### config.mk
export PLATFORM = sky130hd
export DESIGN_NAME = forwarding_hazard_unit
export DESIGN_NICKNAME = d
export VERILOG_FILES = /design/src/rtl/forwarding_hazard_unit_pkg.sv /design/src/rtl/forwarding_hazard_unit_fwd_match.sv /design/src/rtl/forwarding_hazard_unit.sv
export SDC_FILE = /design/constraint.sdc
export NUM_CORES = 1
export LEC_CHECK = 0
export ABC_AREA = 1
export BUFFER_PORTS_ARGS = -buffer_cell sky130_fd_sc_hd__buf_2
export CAP_MARGIN = 25
export CELL_PAD_IN_SITES_DETAIL_PLACEMENT = 0
export CELL_PAD_IN_SITES_GLOBAL_PLACEMENT = 2
export CORE_UTILIZATION = 31
export CTS_CLUSTER_SIZE = 16
export DETAILED_ROUTE_END_ITERATION = 6
export GPL_TIMING_DRIVEN = 1
export PLACE_DENSITY_LB_ADDON = 0.1
export SYNTH_ARGS = -nofsm -noshare
export SYNTH_HDL_FRONTEND = slang
export SYNTH_SLANG_ARGS = --single-unit
export TNS_END_PERCENT = 1
### constraint.sdc
create_clock -name clk -period 1.7 [get_ports clk]
set_input_delay 0.17 -clock clk [delete_from_list [all_inputs] [get_ports clk]]
set_output_delay 0.17 -clock clk [all_outputs]
set_load 0.02 [all_outputs]
### src/rtl/forwarding_hazard_unit_pkg.sv
// Shared pipeline definitions: one-hot ALU forward selects, stage tag layout and the
// hard-wired zero register, consumed by the hazard unit and the ALU input mux.
package forwarding_hazard_unit_pkg;

  localparam int REG_W = 5;
  localparam int SEL_W = 5;
  localparam logic [REG_W-1:0] REG_ZERO = '0;

  typedef enum logic [SEL_W-1:0] {
    SEL_ID_EX   = 5'b00001,
    SEL_EXM_TOP = 5'b00010,
    SEL_EXM_BOT = 5'b00100,
    SEL_MWB_TOP = 5'b01000,
    SEL_MWB_BOT = 5'b10000
  } fwd_sel_e;

  typedef struct packed {
    logic             valid;
    logic [REG_W-1:0] dst_top;
    logic             dst_top_vld;
    logic [REG_W-1:0] dst_bot;
    logic             dst_bot_vld;
    logic             is_load;
  } stage_tag_t;

  localparam stage_tag_t TAG_EMPTY = '0;

endpackage

### src/rtl/forwarding_hazard_unit_fwd_match.sv
// Compares one ID source register against one stage tag and returns the forward
// select for that stage plus a hit flag.
module fwd_match
  import forwarding_hazard_unit_pkg::*;
#(
  parameter fwd_sel_e SEL_TOP = SEL_EXM_TOP,
  parameter fwd_sel_e SEL_BOT = SEL_EXM_BOT
) (
  input  logic [REG_W-1:0] src,
  input  logic             src_vld,
  input  stage_tag_t       tag,
  output fwd_sel_e         sel,
  output logic             hit
);

  logic active;
  logic top_hit;
  logic bot_hit;

  assign active  = src_vld && (src != REG_ZERO) && tag.valid;
  assign top_hit = active && tag.dst_top_vld && (tag.dst_top == src);
  assign bot_hit = active && tag.dst_bot_vld && (tag.dst_bot == src);
  assign hit     = top_hit || bot_hit;

  // The bottom half is written after the top half, so it wins when both name src.
  assign sel = bot_hit ? SEL_BOT : (top_hit ? SEL_TOP : SEL_ID_EX);

endmodule

### src/rtl/forwarding_hazard_unit.sv
// Load-use stall and operand-forward select generation for a 2-half-result pipeline;
// keeps EX/MEM/WB shadow tags and registers the ALU selects into EX.
module forwarding_hazard_unit
  import forwarding_hazard_unit_pkg::*;
(
  input  logic             clk,
  input  logic             rst,
  input  logic             id_valid,
  input  logic [REG_W-1:0] id_src_top,
  input  logic             id_src_top_vld,
  input  logic [REG_W-1:0] id_src_bot,
  input  logic             id_src_bot_vld,
  input  logic [REG_W-1:0] id_dst_top,
  input  logic             id_dst_top_vld,
  input  logic [REG_W-1:0] id_dst_bot,
  input  logic             id_dst_bot_vld,
  input  logic             id_is_load,
  input  logic             flush,
  input  logic             mem_hold,
  output logic [SEL_W-1:0] alu_top_sel,
  output logic [SEL_W-1:0] alu_bot_sel,
  output logic             stall,
  output logic             bubble
);

  stage_tag_t ex_tag, mem_tag, wb_tag;
  stage_tag_t id_tag;
  fwd_sel_e   top_sel_q, bot_sel_q;
  fwd_sel_e   top_sel_d, bot_sel_d;
  fwd_sel_e   ex_top_sel, ex_bot_sel, mem_top_sel, mem_bot_sel;
  logic       ex_top_hit, ex_bot_hit, mem_top_hit, mem_bot_hit;

  assign id_tag = '{valid:       1'b1,
                    dst_top:     id_dst_top,
                    dst_top_vld: id_dst_top_vld,
                    dst_bot:     id_dst_bot,
                    dst_bot_vld: id_dst_bot_vld,
                    is_load:     id_is_load};

  fwd_match #(.SEL_TOP(SEL_EXM_TOP), .SEL_BOT(SEL_EXM_BOT)) u_ex_top (
    .src(id_src_top), .src_vld(id_src_top_vld), .tag(ex_tag),
    .sel(ex_top_sel), .hit(ex_top_hit));

  fwd_match #(.SEL_TOP(SEL_EXM_TOP), .SEL_BOT(SEL_EXM_BOT)) u_ex_bot (
    .src(id_src_bot), .src_vld(id_src_bot_vld), .tag(ex_tag),
    .sel(ex_bot_sel), .hit(ex_bot_hit));

  fwd_match #(.SEL_TOP(SEL_MWB_TOP), .SEL_BOT(SEL_MWB_BOT)) u_mem_top (
    .src(id_src_top), .src_vld(id_src_top_vld), .tag(mem_tag),
    .sel(mem_top_sel), .hit(mem_top_hit));

  fwd_match #(.SEL_TOP(SEL_MWB_TOP), .SEL_BOT(SEL_MWB_BOT)) u_mem_bot (
    .src(id_src_bot), .src_vld(id_src_bot_vld), .tag(mem_tag),
    .sel(mem_bot_sel), .hit(mem_bot_hit));

  // NOTE: every always_comb output gets a default first so no path can infer a latch.
  always_comb begin
    top_sel_d = SEL_ID_EX;
    bot_sel_d = SEL_ID_EX;
    if (ex_top_hit)       top_sel_d = ex_top_sel;
    else if (mem_top_hit) top_sel_d = mem_top_sel;
    if (ex_bot_hit)       bot_sel_d = ex_bot_sel;
    else if (mem_bot_hit) bot_sel_d = mem_bot_sel;
  end

  // A load result is not ready until after MEM, so an EX-tag load hit must wait a cycle.
  assign stall = !rst && id_valid && !mem_hold && !flush &&
                 ex_tag.valid && ex_tag.is_load && (ex_top_hit || ex_bot_hit);

  // NOTE: state uses non-blocking assignments so every register samples pre-edge values.
  always_ff @(posedge clk) begin
    if (rst) begin
      ex_tag    <= TAG_EMPTY;
      mem_tag   <= TAG_EMPTY;
      wb_tag    <= TAG_EMPTY;
      top_sel_q <= SEL_ID_EX;
      bot_sel_q <= SEL_ID_EX;
      bubble    <= 1'b1;
    end else if (!mem_hold) begin
      wb_tag  <= mem_tag;
      mem_tag <= ex_tag;
      if (flush || stall || !id_valid) begin
        ex_tag    <= TAG_EMPTY;
        top_sel_q <= SEL_ID_EX;
        bot_sel_q <= SEL_ID_EX;
        bubble    <= 1'b1;
      end else begin
        ex_tag    <= id_tag;
        top_sel_q <= top_sel_d;
        bot_sel_q <= bot_sel_d;
        bubble    <= 1'b0;
      end
    end
  end

  assign alu_top_sel = top_sel_q;
  assign alu_bot_sel = bot_sel_q;

endmodule

After elaboration in Yosys (flattened, before gate mapping)
Cells that the tools add are included.
- output and inout bits: 12
- logic and storage cells: 79
- register bits after elaboration: 38
- input bits: 30
- eq/ne operators: 8
- multiplexer cells: 16
- reductions and logical operators: 41
- operator list (kind ; count):
    $mux 5 ; 10
    $eq 5x5->1 ; 8
    $logic_and 1x1->1 ; 28
    $mux 14 ; 1
    $reduce_bool 5->1 ; 2
    $mux 4 ; 2
    $logic_or 1x1->1 ; 7
    $logic_not 1->1 ; 4
    $mux 2 ; 2
    $mux 1 ; 1

Depth between registers and ports, before layout
Gate-level depths: netlist of the first run.
- word-level depth: 11
- depth in mapped cells: 13
- depth with buffers taken out: 12

By module
Synthesis of the first run repeated with hierarchy kept, for this count alone.
- cell total of the unflattened synthesis: 525
- area, all modules: 2890.3 sq um
- by module, submodules not included (module ; times used ; cells an instance ; area each (sq um)):
    forwarding_hazard_unit ; 1 ; 213 ; 1564.0
    fwd_match ; 4 ; 78 ; 331.6

Worst setup path after synthesis of the first run
Ideal clock, no wire load.
- kind: reg2out
- from: register ex_tag[3] in the netlist's numbering
- to: output stall
- arrival time: 1331 ps
- cell stages (with the launch flop): 12
- required time: 1530 ps
- path slack: 199 ps
- buffers on the path: 1
- cells stage by stage: dfxtp_1 inv_1 nand2_1 nand2_1 nor2_2 nand3_2 nor2_4 nor2_2 nand2_2 nand2_4 buf_8 inv_1
- longest elaborated chain between the ends: 5
- elaborated cells between the ends (all ways): 8
- classes of those cells: 2 x eq/ne; 6 x reduce/logical
- ends and longest elaborated chain (item ; RTL line ; RTL):
    from (decl) ; forwarding_hazard_unit.sv:26 ; stage_tag_t ex_tag, mem_tag, wb_tag;
    from (signal assigned) ; forwarding_hazard_unit.sv:88 ; ex_tag <= id_tag;
    $eq 5x5->1 ; forwarding_hazard_unit_fwd_match.sv:22 ; assign bot_hit = active && tag.dst_bot_vld && (tag.dst_bot == src);
    $logic_and 1x1->1 ; forwarding_hazard_unit_fwd_match.sv:22 ;
    $logic_or 1x1->1 ; forwarding_hazard_unit_fwd_match.sv:23 ; assign hit = top_hit || bot_hit;
    $logic_or 1x1->1 (*) ; forwarding_hazard_unit.sv:68 ; ex_tag.valid && ex_tag.is_load && (ex_top_hit || ex_bot_hit);
    $logic_and 1x1->1 (*) ; forwarding_hazard_unit.sv:68 ;
    to (decl) ; forwarding_hazard_unit.sv:22 ; output logic stall,
Mark *: on every way between the ends. The rest lies on a longest branch, timed or not.

Worst setup path after layout of the first run
- from: register ex_tag[2] in the netlist's numbering
- to: output stall
The elaborated chain is that of the path after synthesis.

==> results of run 1 <==
## layout by cell type, fill, tap and decap left out, types with 10 or more instances in the layout
cell type / synthesis / final
inv_1: 29 / 22
a21oi_2: 15 / 16
nor2_2: 6 / 10
o21ai_0: 18 / 17
nand3_2: 24 / 26
dfxtp_1: 38 / 29
buf_2: 2 / 40
nand2_1: 102 / 97
nor2_1: 32 / 23
a21oi_1: 23 / 22
buf_4: 4 / 28
inv_2: 4 / 10
## repair_timing
action / CTS / global route
pin swaps: 14 / 19
setup buffers: 8 / 8
hold buffers: 0 / 0
gates resized for setup: 32 / 20
endpoints found under the setup margin: 25 / 25
## final cells by class
| cell class | count | area share |
|---|---|---|
| Sequential cell | 38 | 0.251 |
| Clock inverter | 2 | 0.0192 |
| Tap cell | 99 | 0.0396 |
| Multi-Input combinational cell | 259 | 0.471 |
| Clock buffer | 6 | 0.0264 |
| Timing Repair Buffer | 73 | 0.152 |
| Inverter | 33 | 0.0404 |
## flip-flops by register name, summed over array words and instances, names as in the netlist
register,flops
ex_tag,14
mem_tag,13
alu_bot_sel,5
alu_top_sel,5
bubble,1
## metrics by stage
| step | area, um2 | utilization | std cells |
|---|---|---|---|
| finish | 3120 | 0.424 | 510 |
| global route | 3120 | 0.424 | 510 |
| CTS | 3010 | 0.408 | 502 |
| detailed placement | 2740 | 0.371 | 486 |
| global placement | 2740 | 0.371 | 486 |
| floorplan | 2390 | - | 349 |
## worst register-to-register path, stage by stage, from the launching register on
cell,delay [ns]
dfxtp_4,0.37
inv_2,0.04
nand2_1,0.05
nand2_1,0.06
nor2_2,0.13
nand3_2,0.13
nor2_4,0.13
nor2_4,0.06
nand2_2,0.07
nand2_4,0.06
buf_4,0.16
buf_12,0.14
nand2_1,0.08
o21ai_0,0.08
nand2_1,0.05
## per-layer routing
layer / vias up / track usage / share of wire / wire, um
li1: 1242 / - / - / -
met1: 1077 / 0.262 / 0.51 / 3760
met2: 45 / 0.292 / 0.44 / 3210
met3: 9 / 0.0305 / 0.035 / 257
met4: 0 / 0.0524 / 0.018 / 136
met5: - / 0 / 0 / 0
## report_power, final
part	total (mW)	leakage [nW]	internal (mW)	switching (mW)
clock network	0.988	0.0714	0.627	0.361
registers	0.928	0.315	0.909	0.0191
logic	0.302	0.905	0.110	0.192
total	2.22	1.29	1.65	0.572
## worst max-delay path by stage
stage                     depth (start not counted)  slack, ns                       to
after global routing                             11      -0.14                    stall
after global placement                           12      -0.13  ex_tag[12]$_SDFFE_PP0N_
after CTS                                        11       -0.1                    stall
after detailed placement                         12      -0.09  ex_tag[12]$_SDFFE_PP0N_
final                                            11      -0.04                    stall
after floorplan                                  11       0.20                    stall
## cells by family (layout without fill, tap and decap cells)
logic type / Yosys count / in the layout
DFF: 38 / 38
AOI/OAI and AO/OA: 59 / 59
buffers and inverters: 52 / 114
and+or+nand+nor: 192 / 192
xor gates and xnor gates: 8 / 8
==> impl_results.md, run 1 <==
- Ys flop type: dfxtp_1
- Pwr Density: roughly 710 mW/mm2
- Final nets: 440
- Reg2reg path depth: 14
- CTS clk-pin slew, worst paths: 0.08 ns
- Number of flops mapped to enable cells by yosys: 0
- Failing checks: negative setup slack
- Global-route wire length before repair: roughly 12 mm
- Avg Inst Size Synth: around 6.9 um2
- Post-synthesis adder-cell area fraction: 0
- Antenna Cells: 0
- Largest family of logic cells by synthesized area: simple AND/OR/NAND/NOR gates
- Top post-synthesis cells by count: 102 x nand2_1, 38 x dfxtp_1, 32 x nor2_1
- Die extent in y: roughly 90 um
- Die area: around 0.0081 mm2
- CP delay by family, top: simple AND/OR/NAND/NOR gates
- Initial Util: 0.325
- Critical path data arrival time: between 1.5 and 2 ns
- R2R Setup Slk: roughly 0.02 ns
- DR pass1 iterations: 4
- Fill cell count: 807
- Count leader, synth: nand2_1
- Initial antenna violation count: 0
- Core ar.: ~0.0074 mm2
- Overall power: approximately 2.2 mW
- Avg WL per Cell: 14.4 um
- Routed vias: 2373
- Vias in the first global route: 2261
- Cells after Synth: 349
- Crit path buffers/inverters: 3
- Synth Area in Simple Gates: 0.400
- Final setup vio count: 1
- Crit. End Element: output pin
- Residual DRC: 0
- Fraction of layout cells with a size suffix above 1: 0.418
- Cell taking the most area after synthesis: dfxtp_1
- #FFs+latches synth: 38
- Post-Route WL: 7.36 mm
- Hold Path Cell Cnt: 3
- Tmin final: 1.74 ns
- Flip-flop and latch area: 785 um2
- Hold slack: between 0.1 and 0.15 ns
- Fmax: around 580 MHz
- Slew headroom: 0.690
- Syn Std Cell Area: around 0.0024 mm2
- Yosys cell types: 29
- FF-to-FF Start: ex_tag[2]$_SDFFE_PP0N_
- Initial DRC count: 111
- Status: finished, violations left
- H-Tree Depth: 2
- CP Launch Type: register
- GRT overflow: 0
- Die width: 89.9 um
- Crit path kind: reg2out
- Final worst setup slack: -0.0359 ns
- Synth top area share: 0.318
- Async SR Flop Fraction: 0
- Max-slew violation count: 0
- Clk_lat worst skew: 0.30 ns
- Area Overhead vs Synth: 30.5%
- Peak per-stage delay on the critical path: between 0.3 and 0.4 ns
- TritonCTS Buffers: 5
- Number of routed nets with antenna violations: 0
- Fin. Hold Viols: 0
- Clock net sink count: 38
- Hold WC Path Type: in2reg
- HP Start: id_dst_bot[0]
- WHS Endpoint: ex_tag[2]$_SDFFE_PP0N_
- Setup TNS: -0.0359 ns
- Largest net degree at the start of global routing: 30
- Xor-xnor portion of the synthesized cell area: 0.0293
- Final period utilization: 1.02
- PortBufs: 41
- Worst-path maximum fanout: 4
- Worst-Margin Slew: between 0.4 and 0.5 ns
- Setup crit start: ex_tag[2]$_SDFFE_PP0N_
- Unrepaired setup endpoints after global routing: true
- Net Count, Synth: ~380
- RePlAce Congestion: between 0.8 and 0.9
- CTS tree: done
- Critical-path cell list: inv_2, nand2_1, nand2_1, nor2_2, nand3_2, nor2_4, nor2_4, nand2_2, nand2_4, inv_4, buf_6
- DR vias/cell: 4.65
- Critical R2R Capture: bubble$_SDFFE_PP1N_
- Peak supply drop: roughly 0.00033 V
- Final Skew: between 0.005 and 0.006 ns
- Top cells by area, synth: dfxtp_1 32%, nand2_1 16%, nand3_2 10%, a21oi_2 5.5%, nor2_1 5.0%
- Leak: between 1 and 1.5 nW
- Maxcap violations: 0
- CTS max path bufs: 2
- WP data required: 1.53 ns
- Register area share after synthesis: 0.318
- Dpl ws: -0.0898 ns
- Root buf cell: clkbuf_8
- Ys Warns: 0
- I/O Pins: 42
- Multi-input logic area: between 0.001 and 0.0015 mm2
- HPWL after DPL: 5.55 mm
- Proportion of synthesized area in mux cells: 0
- Tot GR Track Use: 0.186
- # rows: 31
- Compound-gate portion of the synthesized area: 0.149
- Slowest cell on the critical path: dfxtp_4
No activity file was read; power rests on OpenSTA's default activity.
==> run 2, diff against run 1 <==
Settings changed: ABC_CLOCK_PERIOD_IN_PS set to 1700, CORE_UTILIZATION 31 to 32, CTS_BUF_LIST set to sky130_fd_sc_hd__clkbuf_8, MAX_ROUTING_LAYER set to met4.
==> impl_results.md, run 2 (synthesis results as in run 1) <==
- CTS clk-pin slew, worst paths: 0.09 ns (was 0.08 ns)
- Maxcap violations: 0 (unchanged)
- Core ar.: 0.00725 mm2 (was 0.00737 mm2)
- Routed vias: 2320 (was 2373)
- Global-route wire length before repair: 11.1 mm (was 11.9 mm)
- GRT overflow: 0 (unchanged)
- Pwr Density: 660 mW/mm2 (was 710 mW/mm2)
- Max-slew violation count: 0 (unchanged)
- Clk_lat worst skew: 0.30 ns (about the same)
- Int Power: 1.46 mW (was 1.65 mW)
- Hold WC Path Type: in2reg (unchanged)
- Largest net degree at the start of global routing: 40 (was 30)
- Final period utilization: 1.02 (about the same)
- Largest register by flop count: ex_tag (unchanged)
- Die area: 0.00783 mm2 (was 0.00808 mm2)
- TritonCTS Buffers: 5 (unchanged)
- CTS max path bufs: 2 (unchanged)
- Final worst setup slack: -0.0339 ns (was -0.0359 ns)
- Final nets: 436 (was 440)
- Initial Util: 0.330 (was 0.325)
- I/O Pins: 42 (unchanged)
- Fmax: 577 MHz (was 576 MHz)
- Status: finished, violations left (unchanged)
- Setup TNS: -0.0339 ns (was -0.0359 ns)
- Die width: 88.5 um (was 89.9 um)
- Flip-flop and latch area: 787 um2 (was 785 um2)
- Finished Layout Cells: 506 (was 510)
- Multi-input logic area: 0.00149 mm2 (was 0.00147 mm2)
- DR vias/cell: 4.58 (was 4.65)
- Fill cell count: 830 (was 807)
- Residual DRC: 0 (unchanged)
- Fin. Hold Viols: 0 (unchanged)
- Switching power: 0.570 mW (was 0.572 mW)
- Antenna Cells: 0 (unchanged)
- Clock net sink count: 38 (unchanged)
- Met3 usage: 0.0280 (was 0.0305)
- Commonest non-fill, non-tap cell in the layout: nand2_1 (unchanged)
- WP data required: 1.53 ns (about the same)
- Crit path kind: reg2out (unchanged)
- Logic gate share of total power: 0.149 (was 0.136)
- Slew headroom: 0.701 (was 0.690)
- Die extent in y: 88.5 um (was 89.9 um)
- Most frequent cells in the layout: 92 x nand2_1, 40 x buf_2, 28 x buf_4 (was 97 x nand2_1, 40 x buf_2, 29 x dfxtp_1)
- CP Launch Type: register (unchanged)
- Crit. End Element: output pin (unchanged)
- Initial DRC count: 85 (was 111)
- Number of routed nets with antenna violations: 0 (unchanged)
- Seq pwr share: 0.459 (was 0.418)
- PortBufs: 41 (unchanged)
- Largest regs: ex_tag: 14 flops, mem_tag: 13 flops (unchanged)
- # rows: 31 (unchanged)
- HPWL after DPL: 5.47 mm (was 5.55 mm)
- Unrepaired setup endpoints after global routing: true (unchanged)
- Clock power share: 0.392 (was 0.446)
- Max reg flops: 14 (unchanged)
- Critical path data arrival time: 1.56 ns (was 1.57 ns)
- DR pass1 iterations: 4 (unchanged)
- H-Tree Depth: 2 (unchanged)
- CTS tree: done (unchanged)
- Hold slack: 0.107 ns (was 0.104 ns)
- Fraction of layout cells with a size suffix above 1: 0.435 (was 0.418)
- Final core occ: 0.423 (was 0.424)
- Final Skew: 0.00654 ns (was 0.00538 ns)
- Post-Route WL: 7.09 mm (was 7.36 mm)
- Grt met2 use: 0.315 (was 0.292)
- Area Overhead vs Synth: 28.3% (was 30.5%)
- Sw frac: 0.281 (was 0.258)
- Tmin final: 1.73 ns (was 1.74 ns)
- Dpl ws: -0.0273 ns (was -0.0898 ns)
- Avg WL per Cell: 14.0 um (was 14.4 um)
- Worst-Margin Slew: 0.447 ns (was 0.464 ns)
- Tot GR Track Use: 0.201 (was 0.186)
- Met1 track utilization from global routing: 0.271 (was 0.262)
- Vias in the first global route: 2104 (was 2261)
- Worst-path maximum fanout: 4 (unchanged)
- RePlAce Congestion: 0.843 (was 0.805)
- Root buf cell: clkbuf_8 (unchanged)
- Final setup vio count: 1 (unchanged)
- Most Crowded Layer GR: met2 (unchanged)
- Failing checks: negative setup slack (unchanged)
- Peak supply drop: 0.000471 V (was 0.000326 V)
- Initial antenna violation count: 0 (unchanged)
- Placed insts: 489 (was 486)
- Leak: 1.24 nW (was 1.29 nW)
run 2: cell types whose count changed in the layout (fill, tap and decap cells not counted), sizes merged:
| cell | previous run | this run |
|---|---|---|
| buf | 73 | 69 |
| clkinvlp | 0 | 2 |
| bufinv | 2 | 1 |
| clkbuf | 6 | 5 |
run 2: path summary, 6_finish.rpt:
kind                                              from                       to  slack, ns  cells past startpoint
worst min-delay path                     id_dst_bot[3]   ex_tag[5]$_SDFFE_PP0N_       0.11                      3
worst min register to register     bubble$_SDFFE_PP1N_      bubble$_SDFFE_PP1N_       0.47                      2
worst max register to register  ex_tag[4]$_SDFFE_PP0N_  ex_tag[12]$_SDFFE_PP0N_       0.03                     13
worst max-delay path            ex_tag[4]$_SDFFE_PP0N_                    stall      -0.03                     11
run 2: timing repair:
action                                  4_1_cts  5_1_grt
endpoints found under the setup margin       20       26
resized for setup                            29       33
pin swaps                                    17       17
hold buffers                                  0        0
buffers inserted                              7        2
hold endpoints to repair                      0        0
run 2: layout make-up:
cell class,instances,area share
inverters,33,0.0428
flip-flops and latches,38,0.256
multi-input cells,259,0.486
well taps,99,0.0403
clock buffers,5,0.0224
repair buffers,69,0.137
clock inverters,3,0.0147
run 2: routing by layer:
layer | up-vias | wire length [um]
met3 | 5 | 252
met4 | 0 | 65
met1 | 1040 | 3490
li1 | 1234 | -
met5 | - | 0
met2 | 41 | 3290
run 2: power by group through the flow:
stage | registers, mW | logic (mW) | clock network [mW]
final | 0.929 | 0.302 | 0.795
after global routing | 0.934 | 0.336 | 0.855
after CTS | 0.931 | 0.292 | 0.820
after detailed placement | 0.954 | 0.284 | 0
after global placement | 0.955 | 0.286 | 0
after floorplan | 0.951 | 0.182 | 0
run 2: stage by stage:
step           power [mW]  cell area (um2)
2_1_floorplan        1.13             2390
3_3_place_gp         1.24             2750
3_5_place_dp         1.24             2750
4_1_cts              2.04             2960
5_1_grt              2.13             3070
6_report             2.03             3070
run 2: critical path: stages, from the launching register on:
cell and delay (ns):
dfxtp_2 0.36, inv_2 0.05, nand2_1 0.06, nand2_2 0.07
nor2_2 0.13, nand3_2 0.12, nor2_4 0.11, nor2_2 0.06
nand2_2 0.07, nand2_4 0.06, inv_2 0.06, buf_6 0.10
